===== src/rtl/snes_poll_scheduler.sv =====
// SNES dual-pad poll scheduler: drives the shared LATCH/PULSE bus, shifts both
// pads' serial DATA lines in parallel and publishes both button words together.
module snes_poll_scheduler #(
    parameter int unsigned HALF_CYCLES = 300,
    parameter int unsigned POLL_PERIOD = 833333,
    parameter int unsigned NUM_BITS    = 16
) (
    input  logic                CLOCK,
    input  logic                RESET,
    input  logic                REQ,
    input  logic                DATA1,
    input  logic                DATA2,
    output logic                LATCH,
    output logic                PULSE,
    output logic                BUSY,
    output logic                VALID,
    output logic [NUM_BITS-1:0] BUTTONS1,
    output logic [NUM_BITS-1:0] BUTTONS2
);

    localparam int unsigned PH_W  = $clog2(2 * HALF_CYCLES);
    localparam int unsigned BIT_W = (NUM_BITS > 1) ? $clog2(NUM_BITS) : 1;
    localparam int unsigned TMR_W = (POLL_PERIOD > 1) ? $clog2(POLL_PERIOD) : 1;

    localparam logic [PH_W-1:0]  LATCH_LAST = PH_W'(2 * HALF_CYCLES - 1);
    localparam logic [PH_W-1:0]  HALF_LAST  = PH_W'(HALF_CYCLES - 1);
    localparam logic [BIT_W-1:0] BIT_LAST   = BIT_W'(NUM_BITS - 1);
    localparam logic [TMR_W-1:0] TMR_LAST   = TMR_W'(POLL_PERIOD - 1);

    typedef enum logic [2:0] {
        S_IDLE,
        S_LATCH,
        S_HIGH,
        S_LOW,
        S_DONE
    } state_t;

    state_t              state_q,    state_d;
    logic [PH_W-1:0]     phase_q,    phase_d;
    logic [BIT_W-1:0]    bit_q,      bit_d;
    logic [TMR_W-1:0]    timer_q,    timer_d;
    logic                tick_q,     tick_d;
    logic                pending_q,  pending_d;
    logic                d1_meta_q,  d1_meta_d;
    logic                d1_sync_q,  d1_sync_d;
    logic                d2_meta_q,  d2_meta_d;
    logic                d2_sync_q,  d2_sync_d;
    logic [NUM_BITS-1:0] shadow1_q,  shadow1_d;
    logic [NUM_BITS-1:0] shadow2_q,  shadow2_d;
    logic [NUM_BITS-1:0] buttons1_q, buttons1_d;
    logic [NUM_BITS-1:0] buttons2_q, buttons2_d;
    logic                latch_q,    latch_d;
    logic                pulse_q,    pulse_d;
    logic                busy_q,     busy_d;
    logic                valid_q,    valid_d;
    logic                go_c;

    // A tick or REQ this cycle launches directly; otherwise the remembered request does.
    assign go_c = pending_q | REQ | tick_q;

    // Next-state, datapath and registered-output computation.
    always_comb begin
        state_d    = state_q;
        phase_d    = phase_q;
        bit_d      = bit_q;
        shadow1_d  = shadow1_q;
        shadow2_d  = shadow2_q;
        buttons1_d = buttons1_q;
        buttons2_d = buttons2_q;
        valid_d    = 1'b0;

        d1_meta_d  = DATA1;
        d1_sync_d  = d1_meta_q;
        d2_meta_d  = DATA2;
        d2_sync_d  = d2_meta_q;

        timer_d    = (timer_q == TMR_LAST) ? '0 : timer_q + TMR_W'(1);
        tick_d     = (timer_q == TMR_LAST);
        pending_d  = pending_q | REQ | tick_q;

        case (state_q)
            S_IDLE: begin
                if (go_c) begin
                    state_d   = S_LATCH;
                    phase_d   = '0;
                    bit_d     = '0;
                    pending_d = 1'b0;
                end
            end
            S_LATCH: begin
                if (phase_q == LATCH_LAST) begin
                    state_d = S_HIGH;
                    phase_d = '0;
                end else begin
                    phase_d = phase_q + PH_W'(1);
                end
            end
            S_HIGH: begin
                if (phase_q == HALF_LAST) begin
                    // Pads drive active-low; store pressed as 1.
                    shadow1_d[bit_q] = ~d1_sync_q;
                    shadow2_d[bit_q] = ~d2_sync_q;
                    state_d          = S_LOW;
                    phase_d          = '0;
                end else begin
                    phase_d = phase_q + PH_W'(1);
                end
            end
            S_LOW: begin
                if (phase_q == HALF_LAST) begin
                    phase_d = '0;
                    if (bit_q == BIT_LAST) begin
                        state_d = S_DONE;
                        bit_d   = '0;
                    end else begin
                        state_d = S_HIGH;
                        bit_d   = bit_q + BIT_W'(1);
                    end
                end else begin
                    phase_d = phase_q + PH_W'(1);
                end
            end
            S_DONE: begin
                buttons1_d = shadow1_q;
                buttons2_d = shadow2_q;
                valid_d    = 1'b1;
                state_d    = S_IDLE;
            end
            default: begin
                state_d = S_IDLE;
            end
        endcase

        // Bus pins follow the state being entered so they change with it.
        latch_d = (state_d == S_LATCH);
        pulse_d = (state_d != S_LOW);
        busy_d  = (state_d != S_IDLE);
    end

    // State and output registers; reset aborts any poll in progress.
    always_ff @(posedge CLOCK or posedge RESET) begin
        if (RESET) begin
            state_q    <= S_IDLE;
            phase_q    <= '0;
            bit_q      <= '0;
            timer_q    <= '0;
            tick_q     <= 1'b0;
            pending_q  <= 1'b0;
            d1_meta_q  <= 1'b0;
            d1_sync_q  <= 1'b0;
            d2_meta_q  <= 1'b0;
            d2_sync_q  <= 1'b0;
            shadow1_q  <= '0;
            shadow2_q  <= '0;
            buttons1_q <= '0;
            buttons2_q <= '0;
            latch_q    <= 1'b0;
            pulse_q    <= 1'b1;
            busy_q     <= 1'b0;
            valid_q    <= 1'b0;
        end else begin
            state_q    <= state_d;
            phase_q    <= phase_d;
            bit_q      <= bit_d;
            timer_q    <= timer_d;
            tick_q     <= tick_d;
            pending_q  <= pending_d;
            d1_meta_q  <= d1_meta_d;
            d1_sync_q  <= d1_sync_d;
            d2_meta_q  <= d2_meta_d;
            d2_sync_q  <= d2_sync_d;
            shadow1_q  <= shadow1_d;
            shadow2_q  <= shadow2_d;
            buttons1_q <= buttons1_d;
            buttons2_q <= buttons2_d;
            latch_q    <= latch_d;
            pulse_q    <= pulse_d;
            busy_q     <= busy_d;
            valid_q    <= valid_d;
        end
    end

    assign LATCH    = latch_q;
    assign PULSE    = pulse_q;
    assign BUSY     = busy_q;
    assign VALID    = valid_q;
    assign BUTTONS1 = buttons1_q;
    assign BUTTONS2 = buttons2_q;

endmodule


===== config.mk =====
export PLATFORM = sky130hd
export DESIGN_NAME = snes_poll_scheduler
export DESIGN_NICKNAME = d
export VERILOG_FILES = /design/src/rtl/snes_poll_scheduler.sv
export SDC_FILE = /design/constraint.sdc
export NUM_CORES = 1
export LEC_CHECK = 0
export ABC_AREA = 0
export ABC_CLOCK_PERIOD_IN_PS = 6210
export BUFFER_PORTS_ARGS = -buffer_cell sky130_fd_sc_hd__buf_2
export CAP_MARGIN = 5
export CORE_ASPECT_RATIO = 0.7
export CORE_MARGIN = 1.5
export CORE_UTILIZATION = 25
export DETAILED_ROUTE_END_ITERATION = 10
export PLACE_DENSITY = 0.47
export SLEW_MARGIN = 10
export SYNTH_ARGS = -nofsm -noshare
export SYNTH_HDL_FRONTEND = slang
export SYNTH_SLANG_ARGS = --single-unit

===== constraint.sdc =====
create_clock -name CLOCK -period 6.21 [get_ports CLOCK]
set_clock_uncertainty 0.1 [all_clocks]
set_input_delay 0.3105 -clock CLOCK [delete_from_list [all_inputs] [get_ports CLOCK]]
set_output_delay 0.3105 -clock CLOCK [all_outputs]
set_load 0.05 [all_outputs]

==> reports/metrics.csv <==
metric,value,unit
multiInputGateArea,2059,um2
die_area,20930,um2
maxSlewViolCount,0,
cts_buffer_depth,2,
cts.reportedPaths.clkPinSlew,0.07,ns
hold_viol,0,
dr_total_vias,3540,
drv_cap,0,
max_freq,452.2,MHz
grt_max_degree,78,
antenna_cells,0,
vias_per_cell,4.603,
synthDistinctLibCells,52,
finalPower,1468,uW
fin_crit,2.211,ns
grt_pass1_vias,3483,
fin_setup_tns,0,ns
synth-main-ff-cell,dfrtp_1,
drc_errors,0,
powerDensity,253.5,nW/um2
avgRoutedWirePerCell,13.81,um
syn_inst,460,
cp-start-kind,register,
ys_warn_count,0,
ys_seq_area_share,55.43,%
clkLatencyLatePin,0.34,ns
max_slew_margin,34.43,%
initial_core_util,25.39,%
worstPathMaxFanout,16,
drive_gt1_share,21.24,%
synth_area_leaders,"dfrtp_1 55%, mux2_2 7.2%, o21ai_0 4.9%",
hp-class,in2reg,
fill_cells,2089,
htreeDepth,3,
vdd_ir_drop_max,112.8,uV
synth_top_area_share,54.90,%
yosysMostFrequentCell,dfrtp_1,
synth-edff-count,0,
path_class,reg2reg,
antenna_found_initial,1,
syn_nets,472,
endpoint_kind,register,
die_width,172.3,um
ctsResizeCount,0,
synthToLayoutAreaGrowth,15.47,%
numCtsBuffers,9,
synth_area_leader_cell,dfrtp_1,
nNetsFinal,506,
synthArstFlopShare,100.0,%
register_area,2779,um2
cts_tree,built,
setup_viol,0,
cp.arrival,2.30,ns
dr.pass1.iters,4,
gr-total-overflow,0,
yosys_register_bits,111,
power.leakage,0.002605,uW
netlist_area,5014,um2
fp.dieH,121.5,um
required,6.30,ns
synth_common_cells,"110 x dfrtp_1, 49 x o21ai_0, 40 x nand2_1, 32 x mux2_2, 30 x nand3_1",
port-buffer-count,40,
wirelength,10620,um
cts-root-buf,clkbuf_16,
rsz0062_at_grt,no,
gp_congestion,0.7702,
worstMarginPinSlew,0.9836,ns
core_area,19750,um2
drtIter0Drc,210,
io_pins,41,
synth.avg_cell_area,10.90,um2
post-dp-hpwl,7335,um
rows,43,
postRouteAntennaNets,0,
gr-usage-all-layers,11.06,%
grt_pass1_wl,18040,um
period_share,35.61,%
cts_sinks,111,
status,finished clean,
==> cells in the final DEF, fill, tap and decap left out, types with 3 or more instances in the layout <==
cell	netlist	layout
dfrtp_1	110	110
o21ai_0	49	49
nand2_1	40	40
buf_2	8	40
mux2_2	32	32
nand3_1	30	30
o21ai_1	22	22
nor2_1	19	19
inv_1	16	15
xnor2_1	12	12
nor3_1	10	10
clkbuf_16	0	9
nor2b_1	7	7
o211ai_1	7	7
nand4_1	7	7
ha_1	7	7
and3_1	6	6
xor2_1	6	6
mux2i_1	5	5
and2_1	4	4
a21oi_1	4	4
nor4_1	4	4
and4_1	4	4
and3b_2	3	3
o31ai_1	3	3
dlygate4sd3_1	0	3
==> through the flow <==
| step | std cells | utilization, % | area, um2 | hold slack, ns | worst slack (ns) |
|---|---|---|---|---|---|
| after floorplan | 460 | - | 5014 | 0.2312 | 2.871 |
| after CTS | 769 | 29.32 | 5789 | 0.1797 | 3.967 |
| after detailed placement | 750 | 27.62 | 5454 | 0.2449 | 3.988 |
| after global routing | 769 | 29.32 | 5789 | 0.2183 | 3.795 |
| after global placement | 750 | 27.62 | 5454 | 0.2376 | 4.049 |
| final | 769 | 29.32 | 5789 | 0.1913 | 3.999 |
==> sequential cells by signal (all words and copies together) (netlist names) <==
signal	count
tick_q	1
shadow2_q	16
d2_meta_q	1
shadow1_q	16
d1_meta_q	1
d1_sync_q	1
phase_q	10
PULSE	1
BUTTONS2	16
BUTTONS1	16
pending_q	1
LATCH	1
bit_q	4
VALID	1
timer_q	20
state_q	3
d2_sync_q	1
BUSY	1
==> timing repair <==
item | CTS | global route
hold buffers | 3 | 0
hold endpoints to repair | 36 | 0
buffers inserted | 0 | 0
==> worst max-delay path, cell delays in order, from the launching register on <==
cell	delay [ns]
dfrtp_1	0.39
ha_1	0.25
and4bb_4	0.31
and4_1	0.59
nand3_1	0.25
mux2i_1	0.17
==> final cells by class <==
class / instances / area share (%)
Inverter: 16 / 1.081
Multi-Input combinational cell: 311 / 35.57
Sequential cell: 111 / 48.00
Timing Repair Buffer: 45 / 4.236
Tap cell: 270 / 5.835
Clock inverter: 6 / 1.318
Clock buffer: 10 / 3.955
==> path summary, 6_finish.rpt <==
path	to	depth (start not counted)	from	slack (ns)
setup reg to reg	shadow2_q[4]$_DFFE_PP0P_	5	phase_q[0]$_DFFE_PP0P_	4.00
max in group asynchronous	shadow1_q[2]$_DFFE_PP0P_	4	RESET	4.25
min in group asynchronous	timer_q[3]$_DFF_PP0_	3	RESET	0.43
hold reg to reg	d2_sync_q$_DFF_PP0_	0	d2_meta_q$_DFF_PP0_	0.25
setup / recovery	shadow2_q[4]$_DFFE_PP0P_	5	phase_q[0]$_DFFE_PP0P_	4.00
hold / removal	pending_q$_DFF_PP0_	3	REQ	0.19
==> where the power goes <==
part | switching, uW | internal (uW)
combinational | 56.8 | 34.2
clock | 275 | 321
sequential | 37.1 | 744
==> cells by family after synthesis <==
logic type               count (synthesis)  share of synthesized area [%]
AND/OR/NAND/NOR                        155                          17.29
XOR/XNOR                                18                          3.144
buffers and inverters                   38                          3.619
flip-flops                             111                          55.43
AO/OA/AOI/OAI                           94                          10.58
multiplexers                            37                          8.186
adder cells (fa/ha/maj)                  7                          1.747
==> layer usage <==
layer / wire length, um / vias to the layer above / track usage (%)
met5: 13 / - / 0
li1: - / 1701 / -
met4: 113 / 2 / 3.261
met2: 4719 / 58 / 16.86
met3: 369 / 11 / 2.707
met1: 5404 / 1768 / 15.45
Note: power is estimated with default switching activity, not from simulation.
